`src/rtl/jtag_master.sv`:
```
// jtag_master: clk-domain JTAG initiator. Runs one command at a time (TAP reset, IR scan or DR
// scan) against a TAP slave, starting and ending every walk in RunTestIdle, and returns the
// captured tdo bits with a one-cycle response strobe.
//
// Ports:
//   clk, hard_rst        system clock, asynchronous active-low reset
//   cmd_valid/cmd_ready  command handshake; cmd_type 0=reset 1=IR 2=DR 3=reset
//   cmd_len, cmd_din     scan length (0 -> 1, >DRMAX -> DRMAX) and tdi data, bit 0 first
//   rsp_valid, rsp_dout  one-cycle completion pulse and captured tdo (bits >= len are 0)
//   tck, tms, tdi, tdo   JTAG pins
module jtag_master #(
   parameter int unsigned DIV    = 4,
   parameter int unsigned IRsize = 5,
   parameter int unsigned DRMAX  = 96,
   parameter int unsigned LENW   = 7
) (
   input  logic             clk,
   input  logic             hard_rst,
   input  logic             cmd_valid,
   output logic             cmd_ready,
   input  logic [1:0]       cmd_type,
   input  logic [LENW-1:0]  cmd_len,
   input  logic [DRMAX-1:0] cmd_din,
   output logic             rsp_valid,
   output logic [DRMAX-1:0] rsp_dout,
   output logic             tck,
   output logic             tms,
   output logic             tdi,
   input  logic             tdo
);

   if (DIV < 1 || IRsize < 1 || IRsize > DRMAX || LENW < 3 || (1 << LENW) <= DRMAX) begin
      : g_param_check
      $error("jtag_master: illegal parameter set");
   end

   localparam logic [2:0] ST_IDLE    = 3'd0;
   localparam logic [2:0] ST_RST_SEQ = 3'd1;
   localparam logic [2:0] ST_HDR     = 3'd2;
   localparam logic [2:0] ST_SHIFT   = 3'd3;
   localparam logic [2:0] ST_TAIL    = 3'd4;
   localparam logic [2:0] ST_DONE    = 3'd5;

   localparam int unsigned      CNTW     = (DIV > 1) ? $clog2(DIV) : 1;
   localparam logic [CNTW-1:0]  CNT_LAST = CNTW'(DIV - 1);
   localparam logic [LENW-1:0]  LEN_MAX  = LENW'(DRMAX);

   logic [2:0]       state_q, state_d;
   logic [CNTW-1:0]  cnt_q, cnt_d;
   logic             tck_q, tck_d;
   logic             tms_q, tms_d;
   logic             tdi_q, tdi_d;
   logic [LENW-1:0]  bit_q, bit_d;
   logic             auto_q, auto_d;   // reset walk issued by hard_rst, no response owed
   logic             is_ir_q, is_ir_d;
   logic [LENW-1:0]  len_q, len_d;
   logic [DRMAX-1:0] din_q, din_d;
   logic [DRMAX-1:0] cap_q, cap_d;
   logic [DRMAX-1:0] dout_q, dout_d;

   logic             last_bit;
   logic [LENW-1:0]  len_eff;

   // tms value for bit b of a phase, counted from RunTestIdle.
   function automatic logic tms_of(input logic [2:0] st, input logic [LENW-1:0] b,
                                   input logic ir, input logic [LENW-1:0] l);
      logic t;
      case (st)
         ST_RST_SEQ: t = (b < LENW'(5));
         ST_HDR:     t = ir ? (b < LENW'(2)) : (b == LENW'(0));
         ST_SHIFT:   t = (b == l - LENW'(1));
         ST_TAIL:    t = (b == LENW'(0));
         default:    t = 1'b0;
      endcase
      return t;
   endfunction

   always_comb begin
      len_eff = cmd_len;
      if (cmd_len == '0) begin
         len_eff = LENW'(1);
      end else if (cmd_len > LEN_MAX) begin
         len_eff = LEN_MAX;
      end
   end

   always_comb begin
      last_bit = 1'b0;
      case (state_q)
         ST_RST_SEQ: last_bit = (bit_q == LENW'(5));
         ST_HDR:     last_bit = (bit_q == (is_ir_q ? LENW'(3) : LENW'(2)));
         ST_SHIFT:   last_bit = (bit_q == len_q - LENW'(1));
         ST_TAIL:    last_bit = (bit_q == LENW'(1));
         default:    last_bit = 1'b0;
      endcase
   end

   always_comb begin
      state_d = state_q;
      cnt_d   = cnt_q;
      tck_d   = tck_q;
      bit_d   = bit_q;
      auto_d  = auto_q;
      is_ir_d = is_ir_q;
      len_d   = len_q;
      din_d   = din_q;
      cap_d   = cap_q;
      dout_d  = dout_q;

      if (state_q == ST_IDLE || state_q == ST_DONE) begin
         state_d = ST_IDLE;
         if (cmd_valid) begin
            is_ir_d = (cmd_type == 2'd1);
            len_d   = len_eff;
            din_d   = cmd_din;
            cap_d   = '0;
            auto_d  = 1'b0;
            cnt_d   = '0;
            tck_d   = 1'b0;
            bit_d   = '0;
            state_d = (cmd_type == 2'd1 || cmd_type == 2'd2) ? ST_HDR : ST_RST_SEQ;
         end
      end else if (cnt_q == CNT_LAST) begin
         cnt_d = '0;
         tck_d = ~tck_q;
         if (!tck_q) begin
            // Edge driving tck high: slave's tdo has been stable since the last fall.
            if (state_q == ST_SHIFT) begin
               cap_d[bit_q] = tdo;
            end
         end else if (!last_bit) begin
            bit_d = bit_q + LENW'(1);
         end else begin
            bit_d = '0;
            case (state_q)
               ST_RST_SEQ: state_d = auto_q ? ST_IDLE : ST_DONE;
               ST_HDR:     state_d = ST_SHIFT;
               ST_SHIFT:   state_d = ST_TAIL;
               default:    state_d = ST_DONE;
            endcase
            if (state_d == ST_DONE) begin
               dout_d = cap_q;
            end
         end
      end else begin
         cnt_d = cnt_q + CNTW'(1);
      end

      // tms/tdi only change when the bit index or phase changes, i.e. on tck fall or accept.
      tms_d = tms_of(state_d, bit_d, is_ir_d, len_d);
      tdi_d = (state_d == ST_SHIFT) ? din_d[bit_d] : 1'b0;
   end

   always_ff @(posedge clk or negedge hard_rst) begin
      if (!hard_rst) begin
         state_q <= ST_RST_SEQ;
         cnt_q   <= '0;
         tck_q   <= 1'b0;
         tms_q   <= 1'b1;
         tdi_q   <= 1'b0;
         bit_q   <= '0;
         auto_q  <= 1'b1;
         is_ir_q <= 1'b0;
         len_q   <= '0;
         din_q   <= '0;
         cap_q   <= '0;
         dout_q  <= '0;
      end else begin
         state_q <= state_d;
         cnt_q   <= cnt_d;
         tck_q   <= tck_d;
         tms_q   <= tms_d;
         tdi_q   <= tdi_d;
         bit_q   <= bit_d;
         auto_q  <= auto_d;
         is_ir_q <= is_ir_d;
         len_q   <= len_d;
         din_q   <= din_d;
         cap_q   <= cap_d;
         dout_q  <= dout_d;
      end
   end

   assign cmd_ready = (state_q == ST_IDLE) || (state_q == ST_DONE);
   assign rsp_valid = (state_q == ST_DONE);
   assign rsp_dout  = dout_q;
   assign tck       = tck_q;
   assign tms       = tms_q;
   assign tdi       = tdi_q;

endmodule

```
`config.mk`:
```
export PLATFORM = sky130hd
export DESIGN_NAME = jtag_master
export DESIGN_NICKNAME = d
export VERILOG_FILES = /design/src/rtl/jtag_master.sv
export SDC_FILE = /design/constraint.sdc
export NUM_CORES = 1
export LEC_CHECK = 0
export CORE_MARGIN = 5
export CORE_UTILIZATION = 55
export DETAILED_ROUTE_END_ITERATION = 8
export PLACE_DENSITY = 0.85
export SYNTH_ARGS = -nofsm -noshare
export SYNTH_HDL_FRONTEND = slang
export SYNTH_SLANG_ARGS = --single-unit
```
`constraint.sdc`:
```
create_clock -name clk -period 4.6 [get_ports clk]
set_input_delay 0.92 -clock clk [delete_from_list [all_inputs] [get_ports clk]]
set_output_delay 0.92 -clock clk [all_outputs]
set_load 0.005 [all_outputs]
```
Word level (Yosys, flattened, before mapping). Cells that the tools add are included.

Magnitude comparators: 6. Add/sub/neg operators: 4. Reduce and logical (&&, ||, !) cells: 12. Muxes and demuxes: 46. Equality and inequality tests: 20. Bitwise logic cells: 2.

Operators with widths (count): two-way mux 96 bit (7); bitwise mux 96 bit (1); two-way mux 7 bit (9); two-way mux 3 bit (9); < comparator 7 x 8 -> 1 bit (second input constant) (2); equality test 7 bit (2); zero test 7 bit (2); subtractor 7 x 1 -> 7 bit (second input constant) (2); equality test 3 x 2 -> 1 bit (second input constant) (4); equality test 3 bit (second input constant) (4); two-way mux 1 bit (10); two-way mux 2 bit (5); one-hot mux 3 bit (3 select lines) (1); one-hot mux 1 bit (4 select lines) (2); adder 7 x 1 -> 7 bit (second input constant) (1); binary-select mux 1 bit (select 7 bit) (1); demux 1 bit (select 7 bit) (1); equality test 7 x 1 -> 1 bit (second input constant) (1); equality test 7 x 2 -> 1 bit (1); equality test 7 x 3 -> 1 bit (second input constant) (1); >= comparator 7 x 1 -> 1 bit (second input constant) (1); > comparator 7 bit (second input constant) (1); < comparator 7 x 2 -> 1 bit (second input constant) (1); < comparator 7 x 3 -> 1 bit (second input constant) (1); 13 further kinds (20).

Bits in registers: 312. Input port bits: 109. Word-level logic and storage cells: 102.

Longest topological paths before layout. Gate-level depths: netlist (run 1).

Depth in word-level cells: 13. Depth in mapped cells: 18. Depth with buffers taken out: 15.

Least setup slack after synthesis (run 1). OpenSTA, ideal clock, no wires.

Kind: register to register. From: reg len_q[0]. To: reg tdi_q (netlist: tdi). Arrival time: 3.670 ns. Stages on the path, launching flop included: 17. Data required time: 4.477 ns. Library setup time: 0.123 ns. Path buffers: 2. Slack: 0.808 ns. Path through: dfrtp_1 -> inv_1 -> ha_1 -> or3b_1 -> clkbuf_1 -> xnor2_1 -> or4_1 -> and3_1 -> a211o_1 -> a21boi_2 -> buf_4 -> mux2_2 -> a2111oi_0 -> o41ai_1 -> nand2_1 -> o22ai_1 -> o221a_2.

Word-level cells in the longest chain between the ends: 10. Elaborated cells on any way between the ends: 15.

RTL lines: from (decl) (line 56) `logic [LENW-1:0] len_q, len_d;`; from (signal assigned) (line 177) `len_q <= len_d;`; subtractor 7 x 1 -> 7 bit (*) (line 92) `ST_SHIFT: last_bit = (bit_q == len_q - LENW'(1));`; equality test 7 bit (*) (line 92); one-hot mux 1 bit (4 select lines) (*) (line 89) `case (state_q)`; two-way mux 7 bit (line 131) `end else if (!last_bit) begin`; two-way mux 7 bit (line 126) `if (!tck_q) begin`; two-way mux 7 bit (line 123) `end else if (cnt_q == CNT_LAST) begin`; two-way mux 7 bit (line 110) `if (state_q == ST_IDLE || state_q == ST_DONE) begin`; binary-select mux 1 bit (select 7 bit) (line 151) `tdi_d = (state_d == ST_SHIFT) ? din_d[bit_d] : 1'b0;`; two-way mux 1 bit (implied by the code) (line 151); two-way mux 1 bit (*) (line 151); named net tdi_d (line 52) `logic tdi_q, tdi_d;`; to (signal assigned) (line 173) `tdi_q <= tdi_d;`; to (decl) (line 52).

Mark *: on every way through the listed nets, which the timed path passes. The rest lies on a longest branch. The select of a mux whose other input is x is not followed. A chain may end at the register's enable or synchronous reset.

Worst setup path after layout (run 1).
From: reg len_q[0]. To: reg tdi_q (netlist: tdi).

Word-level cells in the longest chain between the ends: 10. Elaborated cells on any way between the ends: 15.

RTL lines: subtractor 7 x 1 -> 7 bit (line 92); equality test 7 bit (line 92); one-hot mux 1 bit (4 select lines) (line 89); two-way mux 7 bit (line 131); two-way mux 7 bit (line 126); two-way mux 7 bit (line 123); two-way mux 7 bit (line 110); named net bit_d[1] (line 53) `logic [LENW-1:0] bit_q, bit_d;`; binary-select mux 1 bit (select 7 bit) (line 151); two-way mux 1 bit (implied by the code) (line 151); two-way mux 1 bit (line 151); named net tdi_d (line 52).

The timed path passes the listed nets, and every way through them passes these cells. The select of a mux whose other input is x is not followed.

==> flow_metrics.env, run 1 <==
export IMPL_clk_pin_slew_ns=0.07
export IMPL_mostFrequentLayoutCell="nand2_1"
export IMPL_grt_ovfl_total=0
export IMPL_max_slew_margin=0.120
export IMPL_grt_pass1_wl_mm=63.5
export IMPL_max_freq_mhz=232
export IMPL_postSynthCellCount=1462
export IMPL_routedLengthMet1_mm=15.4
export IMPL_finalMaxSlewViolations=0
export IMPL_finalPower_w=0.00765
export IMPL_area_growth_pct=24.5
export IMPL_ff2ff_setup_slack_ns=0.28
export IMPL_drc_errors=0
export IMPL_finalWorstPathRequiredPeriod_ns=4.32
export IMPL_r2r_end="tdi$_DFF_PN0_"
export IMPL_switching_power_w=0.00240
export IMPL_whs_ns=0.459
export IMPL_ys_warn_count=0
export IMPL_synthAdderAreaFrac=0.00437
export IMPL_cp_max_fo=20
export IMPL_cts_tree="yes"
export IMPL_globalplace_congestion=0.929
export IMPL_antenna_found_initial=1
export IMPL_worstPathArrival_ns=4.77
export IMPL_num_vias=12203
export IMPL_finalHoldViolCount=0
export IMPL_avgRoutedWirePerCell_um=20.2
export IMPL_synth_mux_area_frac=0.104
export IMPL_final_cell_area_sq_um=17800
export IMPL_clockBufferDepth=3
export IMPL_fin_crit_sh=0.939
export IMPL_maxCapViolCount=0
export IMPL_mostFrequentLayoutCells="335 x nand2_1, 309 x dfrtp_1, 211 x o21ai_0"
export IMPL_setup_viol_count_final=0
export IMPL_synth_async_reset_ratio=1.00
export IMPL_grt_pass1_vias=12087
export IMPL_crit_required_ns=5.05
export IMPL_start_util=0.554
export IMPL_dr_pass1_iters=8
export IMPL_final_layout_size_suffix_gt1_frac=0.125
export IMPL_p_int_w=0.00525
export IMPL_vdd_drop_max_v=0.000288
export IMPL_die_x_um=171
export IMPL_ys_seq_area_frac=0.546
export IMPL_antennaDiodeCount=0
export IMPL_cts_root_buf="clkbuf_16"
export IMPL_synth_ff_type="dfrtp_1"
export IMPL_fin_worst_skew_ns=0.0143
export IMPL_setup_tns_ns=0
export IMPL_highest_layer="met5"
export IMPL_ctsHtreeMaxLevel=1
export IMPL_power_frac_seq=0.394
export IMPL_post_dp_cell_area_sq_um=16700
export IMPL_fp_dieH_um=171
export IMPL_startpoint_type="flip-flop"
export IMPL_rsz0062_at_grt="no"
export IMPL_avgViaCountPerCell=6.14
export IMPL_wl_met2_mm=19.2
export IMPL_p_sw_frac=0.314
export IMPL_final_nets=1742
export IMPL_syn_nets=1576
export IMPL_ioPinCount=210
export IMPL_dp_cells=1930
export IMPL_hold_path_class="in -> async"
export IMPL_netlist_area_sq_um=14300
export IMPL_powerDensity_nw_per_um2=430
export IMPL_wl_mm=40.2
export IMPL_clkSinkCount=312
export IMPL_fp_coreArea_sq_um=25800
export IMPL_gr_usage_all_layers=0.268
export IMPL_io_buffers=209
export IMPL_ys_types=65
export IMPL_p_clk_frac=0.347
export IMPL_synth_simple_area_share=0.140
export IMPL_synth_xor_area_share=0.0154
export IMPL_comb_power_share=0.259
export IMPL_ant_nets=0
export IMPL_outcome="finished, final reports clean"
export IMPL_dp_hpwl_mm=26.8
export IMPL_p_leak_nw=8.43
export IMPL_met3_length_mm=3.80
export IMPL_synth_top_family_by_area="compound AO/OA/AOI/OAI gates"
export IMPL_cts_made_buffers=30
export IMPL_criticalPathCategory="reg -> reg"
export IMPL_std_cell_rows=59
export IMPL_worstRegToRegCells=15
export IMPL_worst_slew_pin_slew_ns=1.31
export IMPL_die_area_sq_um=29300
export IMPL_drt_initial_drc_count=1301
export IMPL_synth_edf_count=0
export IMPL_endpoint_kind="flip-flop"
export IMPL_syn_area_per_cell_sq_um=9.78
export IMPL_r2r_start="len_q[0]$_DFF_PN0_"
export IMPL_worst_skew_pair_late_latency_ns=0.57
export IMPL_final_cell_count_no_fill=1986
export IMPL_synth_compound_area_frac=0.155
export IMPL_grt_max_degree=120
export IMPL_yosys_register_bits=312
==> repair_timing <==
item	4_1_cts	5_1_grt
hold buffers	0	0
endpoints found under the setup margin	0	1
resized for setup	0	6
buffers inserted	0	0
==> cell families (layout without fill, tap and decap cells) <==
kind of cell,Yosys count,after routing
adder cells (fa/ha/maj),5,5
AO/OA/AOI/OAI,391,391
multiplexers,136,136
XOR/XNOR,22,22
flip-flops,312,312
AND/OR/NAND/NOR,470,470
buffers and inverters,126,315
==> stage by stage <==
step                setup slack (ns)   util
finish                         0.280  0.689
global route                  0.0224  0.689
CTS                            0.113  0.688
detailed placement             0.210  0.646
global placement               0.367  0.646
floorplan                      0.808      -
==> area by class of cell <==
type	instances	area [sq um]
sequential	312	7810
timing repair buffer	240	2400
multi-input combinational	1024	6020
clock inverter	14	210
tap	335	419
clock buffer	41	872
inverter	20	75.1
fill	1837	8030
==> synth_stat cells (5+ instances only) <==
| library cell | instances | area [sq um] |
|---|---|---|
| nand2_1 | 336 | 1260 |
| dfrtp_1 | 309 | 7730 |
| o21ai_0 | 211 | 1060 |
| a21oi_1 | 106 | 531 |
| mux2_2 | 104 | 1170 |
| clkbuf_1 | 78 | 293 |
| mux2i_1 | 32 | 320 |
| nor2_1 | 32 | 120 |
| nand3_1 | 29 | 145 |
| inv_1 | 19 | 71.3 |
| nor3_1 | 16 | 80.1 |
| o221ai_1 | 15 | 131 |
| xnor2_1 | 15 | 131 |
| buf_2 | 12 | 60.1 |
| buf_1 | 11 | 41.3 |
| a31oi_1 | 10 | 62.6 |
| nand4_1 | 10 | 62.6 |
| and3_1 | 9 | 56.3 |
| and2_1 | 6 | 37.5 |
| ha_1 | 5 | 62.6 |
| nor2b_1 | 5 | 31.3 |
| or4_1 | 5 | 37.5 |
| xor2_1 | 5 | 43.8 |
==> state kept, by name (all words and copies together), names as in the netlist <==
| signal | cells |
|---|---|
| len_q | 7 |
| cnt_q | 2 |
| state_q | 3 |
| bit_q | 7 |
| auto_q | 1 |
| din_q | 96 |
| tdi | 1 |
| cap_q | 96 |
| rsp_dout | 96 |
| is_ir_q | 1 |
| tck | 1 |
| tms | 1 |
==> power by group through the flow <==
stage               registers, W  clock network [W]  logic (W)
finish                   0.00302            0.00266    0.00198
floorplan                0.00300                  0    0.00135
detailed placement       0.00306                  0    0.00189
global placement         0.00305                  0    0.00184
global route             0.00303            0.00279    0.00213
CTS                      0.00301            0.00267    0.00191
==> per-layer routing <==
| layer | GRT usage | vias to the layer above |
|---|---|---|
| li1 | - | 5416 |
| met1 | 0.364 | 5908 |
| met2 | 0.436 | 733 |
| met3 | 0.0439 | 144 |
| met4 | 0.111 | 2 |
| met5 | 0 | - |
==> worst max-delay path, cell delays in order, from the launching register on <==
cell	delay, ns
dfrtp_1	0.42
inv_1	0.08
ha_1	0.18
or3b_1	0.45
xnor2_1	0.17
or4_1	0.46
and3_1	0.18
a2111o_1	0.52
o211ai_1	0.25
clkbuf_8	0.31
inv_1	0.20
a2111oi_1	0.38
o41ai_1	0.13
nand2_1	0.11
a21oi_1	0.07
o221a_2	0.30
==> how the worst max path moves through the flow <==
| stage | startpoint | end | slack [ns] | cells past startpoint |
|---|---|---|---|---|
| after floorplan | len_q[0]$_DFF_PN0_ | tdi$_DFF_PN0_ | 0.81 | 16 |
| after global placement | len_q[0]$_DFF_PN0_ | tdi$_DFF_PN0_ | 0.37 | 15 |
| after detailed placement | len_q[0]$_DFF_PN0_ | tdi$_DFF_PN0_ | 0.21 | 15 |
| after CTS | len_q[0]$_DFF_PN0_ | tdi$_DFF_PN0_ | 0.11 | 15 |
| after global routing | len_q[0]$_DFF_PN0_ | tdi$_DFF_PN0_ | 0.02 | 15 |
| final | len_q[0]$_DFF_PN0_ | tdi$_DFF_PN0_ | 0.28 | 15 |
(Power assumes the default switching activity.)
==> run 2, diff against run 1 <==
--- a/config.mk
+++ b/config.mk
@@ -6,9 +6,9 @@
 export NUM_CORES = 1
 export LEC_CHECK = 0
 export CORE_MARGIN = 5
-export CORE_UTILIZATION = 55
+export CORE_UTILIZATION = 50
 export DETAILED_ROUTE_END_ITERATION = 8
-export PLACE_DENSITY = 0.85
+export PLACE_DENSITY = 0.79
 export SYNTH_ARGS = -nofsm -noshare
 export SYNTH_HDL_FRONTEND = slang
 export SYNTH_SLANG_ARGS = --single-unit
==> flow_metrics.env, run 2 (synthesis gave the netlist of run 1 again) <==
export IMPL_outcome="finished, final reports clean"
export IMPL_final_layout_size_suffix_gt1_frac=0.129
export IMPL_drt_initial_drc_count=1197
export IMPL_worstPathArrival_ns=4.71
export IMPL_cts_tree="yes"
export IMPL_ctsHtreeMaxLevel=1
export IMPL_avgViaCountPerCell=5.88
export IMPL_grt_max_degree=123
export IMPL_hold_buffers=0
export IMPL_max_slew_margin=0.187
export IMPL_io_buffers=209
export IMPL_antenna_found_initial=0
export IMPL_clockBufferDepth=3
export IMPL_num_vias=12022
export IMPL_endpoint_kind="flip-flop"
export IMPL_fillers=2225
export IMPL_seqCellArea_sq_um=7810
export IMPL_cts_root_buf="clkbuf_16"
export IMPL_grt_ovfl_total=0
export IMPL_fp_dieH_um=179
export IMPL_clkSinkCount=312
export IMPL_finalMaxSlewViolations=0
export IMPL_setup_tns_ns=0
export IMPL_grt_pass1_vias=11972
export IMPL_fin_worst_skew_ns=0.0197
export IMPL_multi_input_area_sq_um=6010
export IMPL_r2r_start="len_q[0]$_DFF_PN0_"
export IMPL_startpoint_type="flip-flop"
export IMPL_cts_made_buffers=31
export IMPL_drc_errors=0
export IMPL_fin_crit_sh=0.929
export IMPL_globalplace_congestion=0.909
export IMPL_worst_skew_pair_late_latency_ns=0.56
export IMPL_globalRouteMet2Util=0.403
export IMPL_wl_mm=40.0
export IMPL_p_leak_nw=8.50
export IMPL_start_util=0.502
export IMPL_r2r_end="tdi$_DFF_PN0_"
export IMPL_timing_final_ws_setup_ns=0.327
export IMPL_finalWorstPathRequiredPeriod_ns=4.27
export IMPL_rsz0062_at_grt="no"
export IMPL_die_x_um=179
export IMPL_cp_max_fo=39
export IMPL_ff2ff_setup_slack_ns=0.33
export IMPL_gr_usage_all_layers=0.247
export IMPL_finalPower_w=0.00797
export IMPL_avgRoutedWirePerCell_um=19.6
export IMPL_clk_pin_slew_ns=0.07
export IMPL_area_growth_pct=26.0
export IMPL_final_core_util=0.633
export IMPL_worstRegToRegCells=15
export IMPL_dr_pass1_iters=6
export IMPL_std_cell_rows=62
export IMPL_max_freq_mhz=234
export IMPL_ioPinCount=210
export IMPL_met1_usage=0.341
export IMPL_maxCapViolCount=0
export IMPL_hold_path_class="in -> async"
export IMPL_crit_required_ns=5.04
export IMPL_mostFrequentLayoutCells="335 x nand2_1, 309 x dfrtp_1, 211 x o21ai_0"
export IMPL_grt_pass1_wl_mm=64.0
export IMPL_vdd_drop_max_v=0.000348
export IMPL_fp_coreArea_sq_um=28500
export IMPL_gr_usage_met3=0.0401
export IMPL_grt_busiest_layer="met2"
export IMPL_post_place_ws_ns=0.281
export IMPL_ant_nets=0
export IMPL_criticalPathCategory="reg -> reg"
export IMPL_mostFrequentLayoutCell="nand2_1"
export IMPL_setup_viol_count_final=0
export IMPL_final_nets=1747
export IMPL_whs_ns=0.456
export IMPL_powerDensity_nw_per_um2=442
export IMPL_worst_slew_pin_slew_ns=1.21
export IMPL_die_area_sq_um=32100
export IMPL_dp_hpwl_mm=26.9
export IMPL_finalHoldViolCount=0
==> run 2: layer usage <==
metal,routed length (um),part of all wire
met4,1380,0.035
met5,0,0
met1,15900,0.40
met2,19100,0.48
met3,3540,0.088
==> run 2: per-stage QoR <==
step | std cells | area [sq um]
3_5_place_dp | 1980 | 16800
4_1_cts | 2038 | 18000
3_3_place_gp | 1980 | 16800
5_1_grt | 2042 | 18000
6_report | 2043 | 18000
2_1_floorplan | 1462 | 14300
==> run 2: worst max-delay path by stage <==
stage	start	endpoint	slack (ns)	depth (start not counted)
2_1_floorplan	len_q[0]$_DFF_PN0_	tdi$_DFF_PN0_	0.81	16
3_3_place_gp	len_q[0]$_DFF_PN0_	tdi$_DFF_PN0_	0.44	15
3_5_place_dp	len_q[1]$_DFF_PN0_	tdi$_DFF_PN0_	0.28	15
4_1_cts	len_q[0]$_DFF_PN0_	tdi$_DFF_PN0_	0.25	15
5_1_grt	len_q[1]$_DFF_PN0_	tdi$_DFF_PN0_	0.08	15
6_report	len_q[0]$_DFF_PN0_	tdi$_DFF_PN0_	0.33	15
==> run 2: area by class of cell <==
| class | instances | area share |
|---|---|---|
| sequential | 312 | 0.433 |
| antenna | 1 | 0.000139 |
| timing repair buffer | 244 | 0.135 |
| inverter | 20 | 0.00417 |
| clock buffer | 36 | 0.0469 |
| multi-input combinational | 1024 | 0.333 |
| clock inverter | 22 | 0.0210 |
| tap | 384 | 0.0267 |
==> run 2: timing repair <==
item | 4_1_cts | 5_1_grt
hold endpoints to repair | 0 | 0
gates resized for setup | 0 | 1
endpoints found under the setup margin | 0 | 1
buffers inserted | 0 | 4
==> run 2: report_power, final <==
part           leakage (nW)  switching, W  internal (W)
registers              4.29      0.000117       0.00290
clock network         0.592       0.00108       0.00187
logic                  3.62       0.00123      0.000774
total                  8.50       0.00243       0.00554
==> run 2: critical path, cell delays in order (launching register included) <==
cell and delay (ns):
dfrtp_1 0.42, inv_1 0.07, ha_1 0.16, or3b_1 0.43, xnor2_1 0.16, or4_1 0.47, and3_1 0.18, a2111o_1 0.45
o211ai_1 0.14, buf_6 0.31, inv_1 0.24, a2111oi_0 0.45, o41ai_1 0.16, nand2_1 0.11, o22ai_1 0.08, o221a_2 0.29
